<file path="src/rtl/atm_pkg.sv">
// rtl/atm_pkg.sv - shared encodings and width helper for the multi-account ATM controller
package atm_pkg;

    typedef enum logic [2:0] {
        ST_IDLE   = 3'd0,
        ST_AUTH   = 3'd1,
        ST_MENU   = 3'd2,
        ST_EXEC   = 3'd3,
        ST_DONE   = 3'd4,
        ST_LOCKED = 3'd5
    } atm_state_t;

    localparam logic [2:0] OP_INQUIRY  = 3'd0;
    localparam logic [2:0] OP_WITHDRAW = 3'd1;
    localparam logic [2:0] OP_DEPOSIT  = 3'd2;
    localparam logic [2:0] OP_CHG_PIN  = 3'd3;
    localparam logic [2:0] OP_TRANSFER = 3'd4;
    localparam logic [2:0] OP_EXIT     = 3'd5;

    localparam logic [3:0] ERR_OK       = 4'd0;
    localparam logic [3:0] ERR_BAD_ACC  = 4'd1;
    localparam logic [3:0] ERR_BAD_PIN  = 4'd2;
    localparam logic [3:0] ERR_LOCKED   = 4'd3;
    localparam logic [3:0] ERR_INSUFF   = 4'd4;
    localparam logic [3:0] ERR_LIMIT    = 4'd5;
    localparam logic [3:0] ERR_OVERFLOW = 4'd6;
    localparam logic [3:0] ERR_BAD_REQ  = 4'd7;
    localparam logic [3:0] ERR_TIMEOUT  = 4'd8;

    // ceil(log2(n)) with a floor of one bit, so a single-entry store still has an index
    function automatic int calc_acc_w(input int n);
        int w;
        w = 1;
        while ((1 << w) < n) w++;
        return w;
    endfunction

endpackage

</file>
<file path="src/rtl/atm_acct_store.sv">
// rtl/atm_acct_store.sv - per-account balance, PIN, fail count and lock flag register file
module atm_acct_store
    import atm_pkg::*;
#(
    parameter int NUM_ACCOUNTS = 16,
    parameter int ACC_W        = 4,
    parameter int BAL_W        = 16,
    parameter int PIN_W        = 16,
    parameter int FAIL_W       = 2,
    parameter int INIT_BAL     = 1000,
    parameter int DEFAULT_PIN  = 1234
) (
    input  logic              clk,
    input  logic              rst,
    input  logic [ACC_W-1:0]  src_idx,
    input  logic [ACC_W-1:0]  dst_idx,
    output logic [BAL_W-1:0]  src_bal,
    output logic [PIN_W-1:0]  src_pin,
    output logic [FAIL_W-1:0] src_fails,
    output logic              src_locked,
    output logic [BAL_W-1:0]  dst_bal,
    input  logic              bal_we,
    input  logic [BAL_W-1:0]  bal_wdata,
    input  logic              pin_we,
    input  logic [PIN_W-1:0]  pin_wdata,
    input  logic              fails_we,
    input  logic [FAIL_W-1:0] fails_wdata,
    input  logic              lock_we,
    input  logic              dst_we,
    input  logic [BAL_W-1:0]  dst_wdata
);

    localparam logic [ACC_W:0] NUM_ACC_L = (ACC_W+1)'(NUM_ACCOUNTS);

    logic [BAL_W-1:0]  bal_q   [NUM_ACCOUNTS];
    logic [PIN_W-1:0]  pin_q   [NUM_ACCOUNTS];
    logic [FAIL_W-1:0] fails_q [NUM_ACCOUNTS];
    logic              lock_q  [NUM_ACCOUNTS];

    logic src_ok;
    logic dst_ok;

    assign src_ok = {1'b0, src_idx} < NUM_ACC_L;
    assign dst_ok = {1'b0, dst_idx} < NUM_ACC_L;

    // Out-of-range indices read as an empty, unlocked account
    assign src_bal    = src_ok ? bal_q[src_idx]   : '0;
    assign src_pin    = src_ok ? pin_q[src_idx]   : '0;
    assign src_fails  = src_ok ? fails_q[src_idx] : '0;
    assign src_locked = src_ok ? lock_q[src_idx]  : 1'b0;
    assign dst_bal    = dst_ok ? bal_q[dst_idx]   : '0;

    // Storage update; source and destination never alias because transfers to self are rejected upstream
    always_ff @(posedge clk or posedge rst) begin
        if (rst) begin
            for (int i = 0; i < NUM_ACCOUNTS; i++) begin
                bal_q[i]   <= BAL_W'(INIT_BAL);
                pin_q[i]   <= PIN_W'(DEFAULT_PIN);
                fails_q[i] <= '0;
                lock_q[i]  <= 1'b0;
            end
        end else begin
            if (bal_we && src_ok)   bal_q[src_idx]   <= bal_wdata;
            if (pin_we && src_ok)   pin_q[src_idx]   <= pin_wdata;
            if (fails_we && src_ok) fails_q[src_idx] <= fails_wdata;
            if (lock_we && src_ok)  lock_q[src_idx]  <= 1'b1;
            if (dst_we && dst_ok)   bal_q[dst_idx]   <= dst_wdata;
        end
    end

endmodule

</file>
<file path="src/rtl/atm_multi_ctrl.sv">
// rtl/atm_multi_ctrl.sv - ATM session FSM over an account store; optional idle timeout via ATM_TIMEOUT_EN
module atm_multi_ctrl
    import atm_pkg::*;
#(
    parameter int NUM_ACCOUNTS = 16,
    parameter int BAL_W        = 16,
    parameter int PIN_W        = 16,
    parameter int INIT_BAL     = 1000,
    parameter int DEFAULT_PIN  = 1234,
    parameter int MAX_TRIES    = 3,
    parameter int WD_LIMIT     = 500,
    parameter int TIMEOUT_CYC  = 64,
    localparam int ACC_W       = calc_acc_w(NUM_ACCOUNTS)
) (
    input  logic             clk,
    input  logic             rst,
    input  logic             card_in,
    input  logic [ACC_W-1:0] acc_num,
    input  logic [PIN_W-1:0] pin,
    input  logic             pin_valid,
    input  logic [2:0]       operation,
    input  logic             op_valid,
    input  logic [BAL_W-1:0] amount,
    input  logic [PIN_W-1:0] new_pin,
    input  logic [ACC_W-1:0] dest_acc,
    output logic [BAL_W-1:0] balance,
    output logic             success,
    output logic [3:0]       err,
    output logic [2:0]       state
);

    localparam int FAIL_W = calc_acc_w(MAX_TRIES + 1);
    localparam logic [ACC_W:0]  NUM_ACC_L  = (ACC_W+1)'(NUM_ACCOUNTS);
    localparam logic [BAL_W:0]  WD_LIMIT_L = (BAL_W+1)'(WD_LIMIT);
    localparam logic [FAIL_W-1:0] MAX_TRIES_L = FAIL_W'(MAX_TRIES);

    atm_state_t       state_q, state_d;
    logic [ACC_W-1:0] acc_q, acc_d;
    logic [2:0]       op_q, op_d;
    logic [BAL_W-1:0] amt_q, amt_d;
    logic [PIN_W-1:0] npin_q, npin_d;
    logic [ACC_W-1:0] dst_q, dst_d;
    logic [BAL_W-1:0] wd_q, wd_d;
    logic             auth_q, auth_d;
    logic [3:0]       err_q, err_d;
    logic             success_q, success_d;
    logic [BAL_W-1:0] balance_q, balance_d;

    logic [ACC_W-1:0]  rd_idx;
    logic [BAL_W-1:0]  src_bal, dst_bal;
    logic [PIN_W-1:0]  src_pin;
    logic [FAIL_W-1:0] src_fails, fails_inc;
    logic              src_locked;
    logic              bal_we, pin_we, fails_we, lock_we, dst_we;
    logic [BAL_W-1:0]  bal_wdata, dst_wdata;
    logic [FAIL_W-1:0] fails_wdata;

    logic             acc_ok, dst_ok, is_wd, is_xfer, is_debit;
    logic [BAL_W:0]   dep_sum, xfer_sum, wd_sum;
    logic             tmo_hit;

    // In IDLE the store is probed with the raw card account; afterwards with the latched one
    assign rd_idx    = (state_q == ST_IDLE) ? acc_num : acc_q;
    assign acc_ok    = {1'b0, acc_num} < NUM_ACC_L;
    assign dst_ok    = {1'b0, dst_q} < NUM_ACC_L;
    assign is_wd     = (op_q == OP_WITHDRAW);
    assign is_xfer   = (op_q == OP_TRANSFER);
    assign is_debit  = is_wd | is_xfer;
    assign dep_sum   = {1'b0, src_bal} + {1'b0, amt_q};
    assign xfer_sum  = {1'b0, dst_bal} + {1'b0, amt_q};
    assign wd_sum    = {1'b0, wd_q} + {1'b0, amt_q};
    assign fails_inc = src_fails + 1'b1;

`ifdef ATM_TIMEOUT_EN
    localparam int TMO_W = calc_acc_w(TIMEOUT_CYC);
    logic [TMO_W-1:0] tmo_q, tmo_d;

    assign tmo_hit = (tmo_q == TMO_W'(TIMEOUT_CYC - 1));
    assign tmo_d   = ((state_q == ST_AUTH || state_q == ST_MENU) && state_d == state_q
                      && !pin_valid && !op_valid) ? tmo_q + 1'b1 : '0;

    // Idle-cycle counter; restarts on any state change or user input
    always_ff @(posedge clk or posedge rst) begin
        if (rst) tmo_q <= '0;
        else     tmo_q <= tmo_d;
    end
`else
    logic tmo_unused;
    assign tmo_unused = (TIMEOUT_CYC != 0);
    assign tmo_hit    = 1'b0;
`endif

    atm_acct_store #(
        .NUM_ACCOUNTS (NUM_ACCOUNTS),
        .ACC_W        (ACC_W),
        .BAL_W        (BAL_W),
        .PIN_W        (PIN_W),
        .FAIL_W       (FAIL_W),
        .INIT_BAL     (INIT_BAL),
        .DEFAULT_PIN  (DEFAULT_PIN)
    ) u_store (
        .clk         (clk),
        .rst         (rst),
        .src_idx     (rd_idx),
        .dst_idx     (dst_q),
        .src_bal     (src_bal),
        .src_pin     (src_pin),
        .src_fails   (src_fails),
        .src_locked  (src_locked),
        .dst_bal     (dst_bal),
        .bal_we      (bal_we),
        .bal_wdata   (bal_wdata),
        .pin_we      (pin_we),
        .pin_wdata   (npin_q),
        .fails_we    (fails_we),
        .fails_wdata (fails_wdata),
        .lock_we     (lock_we),
        .dst_we      (dst_we),
        .dst_wdata   (dst_wdata)
    );

    // Session registers and registered outputs
    always_ff @(posedge clk or posedge rst) begin
        if (rst) begin
            state_q   <= ST_IDLE;
            acc_q     <= '0;
            op_q      <= '0;
            amt_q     <= '0;
            npin_q    <= '0;
            dst_q     <= '0;
            wd_q      <= '0;
            auth_q    <= 1'b0;
            err_q     <= ERR_OK;
            success_q <= 1'b0;
            balance_q <= '0;
        end else begin
            state_q   <= state_d;
            acc_q     <= acc_d;
            op_q      <= op_d;
            amt_q     <= amt_d;
            npin_q    <= npin_d;
            dst_q     <= dst_d;
            wd_q      <= wd_d;
            auth_q    <= auth_d;
            err_q     <= err_d;
            success_q <= success_d;
            balance_q <= balance_d;
        end
    end

    // Next-state, result codes and store write strobes
    always_comb begin
        state_d     = state_q;
        acc_d       = acc_q;
        op_d        = op_q;
        amt_d       = amt_q;
        npin_d      = npin_q;
        dst_d       = dst_q;
        wd_d        = wd_q;
        auth_d      = auth_q;
        err_d       = err_q;
        success_d   = 1'b0;
        bal_we      = 1'b0;
        bal_wdata   = src_bal;
        pin_we      = 1'b0;
        fails_we    = 1'b0;
        fails_wdata = src_fails;
        lock_we     = 1'b0;
        dst_we      = 1'b0;
        dst_wdata   = dst_bal;

        if (state_q != ST_IDLE && !card_in) begin
            state_d = ST_IDLE;
            err_d   = ERR_OK;
            auth_d  = 1'b0;
        end else begin
            case (state_q)
                ST_IDLE: begin
                    err_d  = ERR_OK;
                    auth_d = 1'b0;
                    if (card_in) begin
                        if (!acc_ok) begin
                            state_d = ST_DONE;
                            err_d   = ERR_BAD_ACC;
                        end else if (src_locked) begin
                            state_d = ST_LOCKED;
                            err_d   = ERR_LOCKED;
                        end else begin
                            acc_d   = acc_num;
                            wd_d    = '0;
                            state_d = ST_AUTH;
                        end
                    end
                end
                ST_AUTH: begin
                    err_d = ERR_OK;
                    if (pin_valid) begin
                        fails_we = 1'b1;
                        if (pin == src_pin) begin
                            fails_wdata = '0;
                            auth_d      = 1'b1;
                            state_d     = ST_MENU;
                        end else begin
                            fails_wdata = fails_inc;
                            err_d       = ERR_BAD_PIN;
                            if (fails_inc >= MAX_TRIES_L) begin
                                lock_we = 1'b1;
                                state_d = ST_LOCKED;
                                err_d   = ERR_LOCKED;
                            end
                        end
                    end else if (tmo_hit) begin
                        state_d = ST_IDLE;
                        err_d   = ERR_TIMEOUT;
                    end
                end
                ST_MENU: begin
                    if (op_valid) begin
                        if (operation == OP_EXIT) begin
                            state_d   = ST_IDLE;
                            success_d = 1'b1;
                            err_d     = ERR_OK;
                            auth_d    = 1'b0;
                        end else begin
                            op_d    = operation;
                            amt_d   = amount;
                            npin_d  = new_pin;
                            dst_d   = dest_acc;
                            state_d = ST_EXEC;
                        end
                    end else if (tmo_hit) begin
                        state_d = ST_IDLE;
                        err_d   = ERR_TIMEOUT;
                        auth_d  = 1'b0;
                    end
                end
                ST_EXEC: begin
                    state_d = ST_DONE;
                    if (op_q > OP_EXIT) begin
                        err_d = ERR_BAD_REQ;
                    end else if (is_debit && amt_q == '0) begin
                        err_d = ERR_BAD_REQ;
                    end else if (is_xfer && (dst_q == acc_q || !dst_ok)) begin
                        err_d = ERR_BAD_ACC;
                    end else if (is_debit && amt_q > src_bal) begin
                        err_d = ERR_INSUFF;
                    end else if (is_debit && wd_sum > WD_LIMIT_L) begin
                        err_d = ERR_LIMIT;
                    end else if (op_q == OP_DEPOSIT && dep_sum[BAL_W]) begin
                        err_d = ERR_OVERFLOW;
                    end else if (is_xfer && xfer_sum[BAL_W]) begin
                        err_d = ERR_OVERFLOW;
                    end else begin
                        err_d     = ERR_OK;
                        success_d = 1'b1;
                        case (op_q)
                            OP_WITHDRAW: begin
                                bal_we    = 1'b1;
                                bal_wdata = src_bal - amt_q;
                                wd_d      = wd_sum[BAL_W-1:0];
                            end
                            OP_DEPOSIT: begin
                                bal_we    = 1'b1;
                                bal_wdata = dep_sum[BAL_W-1:0];
                            end
                            OP_CHG_PIN: begin
                                pin_we = 1'b1;
                            end
                            OP_TRANSFER: begin
                                bal_we    = 1'b1;
                                bal_wdata = src_bal - amt_q;
                                dst_we    = 1'b1;
                                dst_wdata = xfer_sum[BAL_W-1:0];
                                wd_d      = wd_sum[BAL_W-1:0];
                            end
                            default: ;
                        endcase
                    end
                end
                ST_DONE: begin
                    if (auth_q) begin
                        state_d = ST_MENU;
                    end else begin
                        state_d = ST_IDLE;
                        err_d   = ERR_OK;
                    end
                end
                ST_LOCKED: ;
                default: begin
                    state_d = ST_IDLE;
                    err_d   = ERR_OK;
                    auth_d  = 1'b0;
                end
            endcase
        end

        // Displayed balance tracks the session account, including this cycle's own write
        balance_d = '0;
        if (state_d == ST_AUTH || state_d == ST_MENU || state_d == ST_EXEC
            || (state_d == ST_DONE && auth_d)) begin
            balance_d = bal_we ? bal_wdata : src_bal;
        end
    end

    assign balance = balance_q;
    assign success = success_q;
    assign err     = err_q;
    assign state   = state_q;

endmodule

</file>
<file path="config.mk">
export PLATFORM = sky130hd
export DESIGN_NAME = atm_multi_ctrl
export DESIGN_NICKNAME = d
export VERILOG_FILES = /design/src/rtl/atm_pkg.sv /design/src/rtl/atm_acct_store.sv /design/src/rtl/atm_multi_ctrl.sv
export SDC_FILE = /design/constraint.sdc
export NUM_CORES = 2
export LEC_CHECK = 0
export CAP_MARGIN = 20
export CORE_UTILIZATION = 55
export DETAILED_ROUTE_END_ITERATION = 10
export MAX_ROUTING_LAYER = met4
export PLACE_DENSITY = 0.71
export SLEW_MARGIN = 10
export SYNTH_ARGS = -nofsm -noshare
export SYNTH_HDL_FRONTEND = slang
export SYNTH_SLANG_ARGS = --single-unit
</file>
<file path="constraint.sdc">
create_clock -name clk -period 40.7 [get_ports clk]
set_input_delay 8.14 -clock clk [delete_from_list [all_inputs] [get_ports clk]]
set_output_delay 8.14 -clock clk [all_outputs]
set_load 0.05 [all_outputs]
</file>
Word level (Yosys, flattened, before mapping)
Cells that the tools add are included.
{ "word_totals": {"reg_bits": 644, "elab_cells": 299, "out_inout_bits": 24} }
{ "classes": {"n_bitwise": 7, "reduce_logical": 25, "n_mux": 149, "n_eq_ne": 30, "magnitude_cmp": 8, "n_addsub": 5} }
{ "ops": {"columns": ["op", "count"], "rows": [
  ["256-bit bitwise mux", 3],
  ["16-bit two-way mux", 39],
  ["256-bit two-way mux", 2],
  ["16-bit binary-select mux with 4-bit select", 3],
  ["16-bit demux with 4-bit select", 2],
  ["16-bit case mux with 2 select lines", 2],
  ["1-bit two-way mux", 57],
  ["16-bit by 16-bit adder with 17-bit output", 3],
  ["3-bit two-way mux", 14],
  ["32-bit bitwise mux", 1],
  ["2-bit two-way mux", 12],
  ["4-bit two-way mux", 6],
  ["4-bit case mux with 6 select lines", 1],
  ["2-bit inequality test, second input constant", 11],
  ["3-bit by 2-bit equality test with 1-bit output, second input constant", 6],
  ["3-bit case mux with 6 select lines", 1],
  ["17-bit by 9-bit greater-than comparator with 1-bit output, second input constant", 1],
  ["16-bit equality test", 1],
  ["16-bit greater-than comparator", 1],
  ["16-bit zero test", 1],
  ["16-bit bitwise OR", 1],
  ["16-bit subtractor", 1],
  ["3-bit equality test, second input constant", 5],
  ["12-bit AND reduction", 1],
  ["other kinds (26)", 49]
]} }

Longest topological paths before layout
{ "depth": {"depth_word": 21, "depth_mapped": 32, "depth_no_buf": 22} }

Hierarchy
From an unflattened synthesis, not the netlist that was laid out.
{ "hier_totals": {"hier_cells": 3531, "area_unflattened_um2": 38057.8} }
{ "by_module_without_submodules": {"columns": ["mod", "instances", "area_per_inst_um2", "seq_area_each_um2", "cells_per_inst"], "rows": [
  ["atm_acct_store", 1, 30843.3, 14233.7, 2707],
  ["atm_multi_ctrl", 1, 7214.4, 2077.0, 824]
]} }

Least setup slack after synthesis
OpenSTA, ideal clock, no wires.
{ "synth_path": {"path_type": "input to register", "from": "input port acc_num[0]", "to": "register u_store.bal_q[161] (netlist bit)", "arrival_time_ns": 13.965, "path_slack_ns": 26.608, "required_ns": 40.573, "setup_ns": 0.127, "cell_stages": 29, "path_cell_list": "or4b_2 -> nand2_1 -> buf_4 -> buf_2 -> buf_2 -> buf_2 -> buf_1 -> buf_1 -> nand2_1 -> nand3_1 -> nand2_1 -> o21ai_0 -> o21ai_0 -> inv_1 -> ha_1 -> fa_1 -> or3b_2 -> a211oi_1 -> o221ai_1 -> a21oi_1 -> a41oi_1 -> o21bai_1 -> a221oi_1 -> buf_2 -> buf_1 -> nand3_1 -> buf_2 -> mux2i_1 -> mux2i_1"} }
{ "synth_via": {"elab_chain_cells": 20, "elab_cells_between_ends": 53, "cone_classes": "2 x add/sub; 3 x order compare; 44 x mux; 1 x bitwise; 3 x reduce/logical"} }
{ "synth_rtl": {"columns": ["element", "line_no", "rtl"], "rows": [
  ["start: declaration", "atm_multi_ctrl.sv:18", "input logic [ACC_W-1:0] acc_num,"],
  ["4-bit two-way mux (*)", "atm_multi_ctrl.sv:63", "assign rd_idx = (state_q == ST_IDLE) ? acc_num : acc_q;"],
  ["4-bit NOT with 5-bit output (implied by the code) (*)", "atm_acct_store.sv:47, atm_acct_store.sv:63", null],
  ["16-bit binary-select mux with 4-bit select", "atm_acct_store.sv:47", "assign src_bal = src_ok ? bal_q[src_idx] : '0;"],
  ["16-bit two-way mux (implied by the code) (2 in a row)", "atm_acct_store.sv:47", null],
  ["16-bit subtractor / 16-bit by 16-bit adder with 17-bit output (equally long branches)", "atm_multi_ctrl.sv:259, atm_multi_ctrl.sv:271, atm_multi_ctrl.sv:69", null],
  ["16-bit case mux with 2 select lines", "atm_multi_ctrl.sv:256", "case (op_q)"],
  ["16-bit two-way mux", "atm_multi_ctrl.sv:251", "end else if (is_xfer && xfer_sum[BAL_W]) begin"],
  ["16-bit two-way mux", "atm_multi_ctrl.sv:249", "end else if (op_q == OP_DEPOSIT && dep_sum[BAL_W]) begin"],
  ["[3 not listed]", null, null],
  ["16-bit two-way mux", "atm_multi_ctrl.sv:241", "end else if (is_debit && amt_q == '0) begin"],
  ["16-bit two-way mux", "atm_multi_ctrl.sv:239", "if (op_q > OP_EXIT) begin"],
  ["16-bit two-way mux", "atm_multi_ctrl.sv:177", "case (state_q)"],
  ["16-bit two-way mux", "atm_multi_ctrl.sv:172", "if (state_q != ST_IDLE && !card_in) begin"],
  ["256-bit bitwise mux", "atm_acct_store.sv:63", "if (bal_we && src_ok) bal_q[src_idx] <= bal_wdata;"],
  ["256-bit two-way mux", "atm_acct_store.sv:63", null],
  ["256-bit bitwise mux", "atm_acct_store.sv:67", "if (dst_we && dst_ok) bal_q[dst_idx] <= dst_wdata;"],
  ["256-bit two-way mux (*)", "atm_acct_store.sv:67", null],
  ["end signal: indexed assignment", "atm_acct_store.sv:57", "bal_q[i] <= BAL_W'(INIT_BAL);"],
  ["end signal: indexed assignment", "atm_acct_store.sv:63", null],
  ["end signal: indexed assignment", "atm_acct_store.sv:67", null],
  ["end: declaration", "atm_acct_store.sv:35", "logic [BAL_W-1:0] bal_q [NUM_ACCOUNTS];"]
]} }
Mark *: on every way between the ends. The rest lies on a longest branch, timed or not. The select of a mux whose other input is x is not followed.
A chain may end at the register's enable or synchronous reset.

Final worst setup path
{ "layout_path": {"from": "input port acc_num[0]", "to": "register u_store.bal_q[77] (netlist bit)"} }
The elaborated chain is that of the path after synthesis.

==> flow_metrics.tcl <==
set metrics [dict create \
    postRouteWirelength_um 122700 \
    final_util_pct 61.70 \
    ant_nets 0 \
    fp-row-count 96 \
    cts_buffers 72 \
    fin_crit_sh_pct 39.18 \
    path_class "primary input to flip-flop" \
    rsz0062_at_grt "no" \
    yosys_warnings 0 \
    period_needed_ps 15950 \
    io_buffers 86 \
    ios 88 \
    synth_xor_area_share_pct 1.362 \
    die_x_um 266.9 \
    synthAdderAreaFrac_pct 2.574 \
    cts_setup_buffers 0 \
    synthCells 3709 \
    routedWlPerCell_um 26.38 \
    viasPerCell 6.688 \
    worst_slew_pin_slew_ps 1187 \
    synth_cell_type_count 96 \
    synthMuxAreaShare_pct 24.32 \
    ctsResizeCount 0 \
    firstDrtPassIters 8 \
    synth_top_family_by_area "multiplexers" \
    drv_slew 0 \
    hold_class "flip-flop to flip-flop" \
    power.density_mw_per_mm2 51.00 \
    clk_latency_ps 650 \
    finalHoldViolations 0 \
    vdd_drop_max_uv 38.67 \
    gp_congestion 0.9634 \
    fillers 5604 \
    fmax_mhz 62.71 \
    drc 0 \
    critPathRequiredTime_ps 41230 \
    nNetsFinal 3806 \
    worst_ep_arrival_time_ps 16480 \
    worst_setup_path_start_kind "primary input" \
    hpwl_um 78820 \
    final_cells 4653 \
    htreeDepth 3 \
    die_area_mm2 0.07123 \
    tns_ps 0 \
    netlist_area_mm2 0.03859 \
    max-cap-violations 0 \
    start_util_pct 55.88 \
    finClkSkew_ps 33.72 \
    crit_fanout 74 \
    overflow 0 \
    drive_gt1_share_pct 24.19 \
    die_h_um 266.9 \
    clock-sinks 643 \
    vias 31120 \
    p_total_mw 2.173 \
    grt.total_usage_pct 35.70 \
    synth_compound_area_share_pct 11.33 \
    cts_max_path_buffers 3 \
    synthFlopType "dfrtp_1" \
    area_growth_pct 10.43 \
    end_kind "flip-flop" \
    max_stage_delay_ps 810 \
    core_area_mm2 0.06907 \
    cpMaxStageDelayCell "buf_4" \
    dp.cells 4516 \
    cts_tree "yes" \
    synth-seq-cells 643 \
    async_flop_share_pct 100.0 \
    hold_buffers 0 \
    clockRootBuffer "clkbuf_16" \
    seq_area_mm2 0.01632 \
    path_clk_slew_ps 60 \
    syn_area_per_cell_um2 10.40 \
    syn_nets 3850 \
    p_leak_nw 19.55 \
    relSlewSlack_pct 20.79 \
    yosys.area_share.simple_pct 14.20 \
    multiInputGateArea_mm2 0.02088 \
    status "complete, no violations" \
    synth_edf_count 0 \
    first_iter_violations 3860 \
    antenna_found_initial 1 \
    yosysSeqAreaShare_pct 42.27 \
    grt_max_degree 142 \
    grt_pass1_vias 30500 \
    finalSetupViolCount 0 \
    grt_pass1_wl_um 188600 \
]
[where the power goes]
part           internal (mW)  switching, mW  leakage, nW
Clock                  0.379          0.277         1.15
Combinational          0.255          0.578         10.2
Sequential             0.665         0.0191         8.21
Total                   1.30          0.874         19.5
[Yosys cell counts, types with 61 or more instances]
cell type	count	area [um2]
nand2_1	577	2166
o21ai_0	115	575.6
ha_1	73	913.4
buf_2	80	400.4
inv_1	61	229.0
and3_1	80	500.5
dfrtp_1	467	11690
a21oi_1	132	660.6
mux2i_1	366	3664
mux4_2	81	1824
nor2_1	70	262.8
mux2_2	345	3885
dfstp_2	176	4624
clkbuf_1	164	615.6
nand3_1	193	965.9
[sequential cells by signal (all words and copies together), names as in the netlist]
register / count
acc_q: 4
amt_q: 16
auth_q: 1
balance: 16
dst_q: 4
err: 3
npin_q: 16
op_q: 3
state: 3
success: 1
u_store.bal_q: 256
u_store.fails_q: 32
u_store.lock_q: 16
u_store.pin_q: 256
wd_q: 16
[area by class of cell]
cell class,instances,area share [%]
multi-input cells,2709,49.01
flip-flops and latches,643,38.30
clock buffers,109,4.953
repair buffers,177,3.876
well taps,931,2.733
clock inverters,21,0.5667
inverters,62,0.5637
diodes,1,0.005872
[worst max-delay path: cells and delay by family]
| kind | cells | cell delay [ps] |
|---|---|---|
| AND/OR/NAND/NOR | 11 | 3000 |
| multiplexers | 1 | 380 |
| AO/OA/AOI/OAI | 6 | 1460 |
| adder cells (fa/ha/maj) | 2 | 590 |
| buffers and inverters | 6 | 2770 |
[final timing paths]
path / from / to / slack (ps) / cells past startpoint
hold / removal: u_store.lock_q[6] / u_store.lock_q[6] / 470 / 1
setup reg to reg: state[1] / u_store.bal_q[77] / 31850 / 25
max in group asynchronous: rst / u_store.bal_q[15] / 29570 / 5
setup / recovery: acc_num[0] / u_store.bal_q[77] / 24750 / 26
min in group asynchronous: rst / npin_q[14] / 8060 / 2
hold reg to reg: u_store.lock_q[6] / u_store.lock_q[6] / 470 / 1
[through the flow]
stage	area [um2]	setup WS, ps	hold WS (ps)
finish	42610	24750	469.2
global placement	40110	24380	448.7
detailed placement	40130	24190	453.6
floorplan	38590	14840	441.4
CTS	42480	24900	466.0
global route	42610	24380	482.7
[cell usage in the layout (no fill, tap or decap), drive strengths merged, types with 20 or more instances in the layout]
cell | synthesis | routed
buf | 131 | 91
inv | 62 | 65
a221oi | 42 | 42
nor4 | 20 | 20
nor3 | 44 | 44
nor2b | 29 | 29
clkbuf | 164 | 109
xnor2 | 41 | 41
dfrtp | 467 | 467
nand3 | 200 | 200
nand2 | 577 | 577
mux4 | 81 | 81
dfstp | 176 | 176
nor2 | 72 | 72
a31oi | 50 | 50
mux2i | 367 | 367
a22o | 26 | 26
a211oi | 41 | 41
o21ai | 121 | 121
clkdlybuf4s50 | 0 | 86
and3 | 80 | 80
a21oi | 139 | 139
mux2 | 345 | 345
and2 | 24 | 24
nand2b | 26 | 26
o22ai | 27 | 27
ha | 73 | 73
[cells by family after synthesis]
family	after synthesis
AOI/OAI and AO/OA	639
and+or+nand+nor	1139
DFF	643
buffers and inverters	357
xor gates and xnor gates	60
other	1
adders and majority gates	77
muxes	793
[metal layers]
layer | GRT usage (%) | routed length, um | up-vias
met2 | 54.34 | 56140 | 1682
met5 | - | 0 | -
li1 | - | - | 13500
met1 | 46.15 | 49520 | 15560
met3 | 6.477 | 10610 | 378
met4 | 17.13 | 6476 | 0
Note: power is estimated with default switching activity, not from simulation.
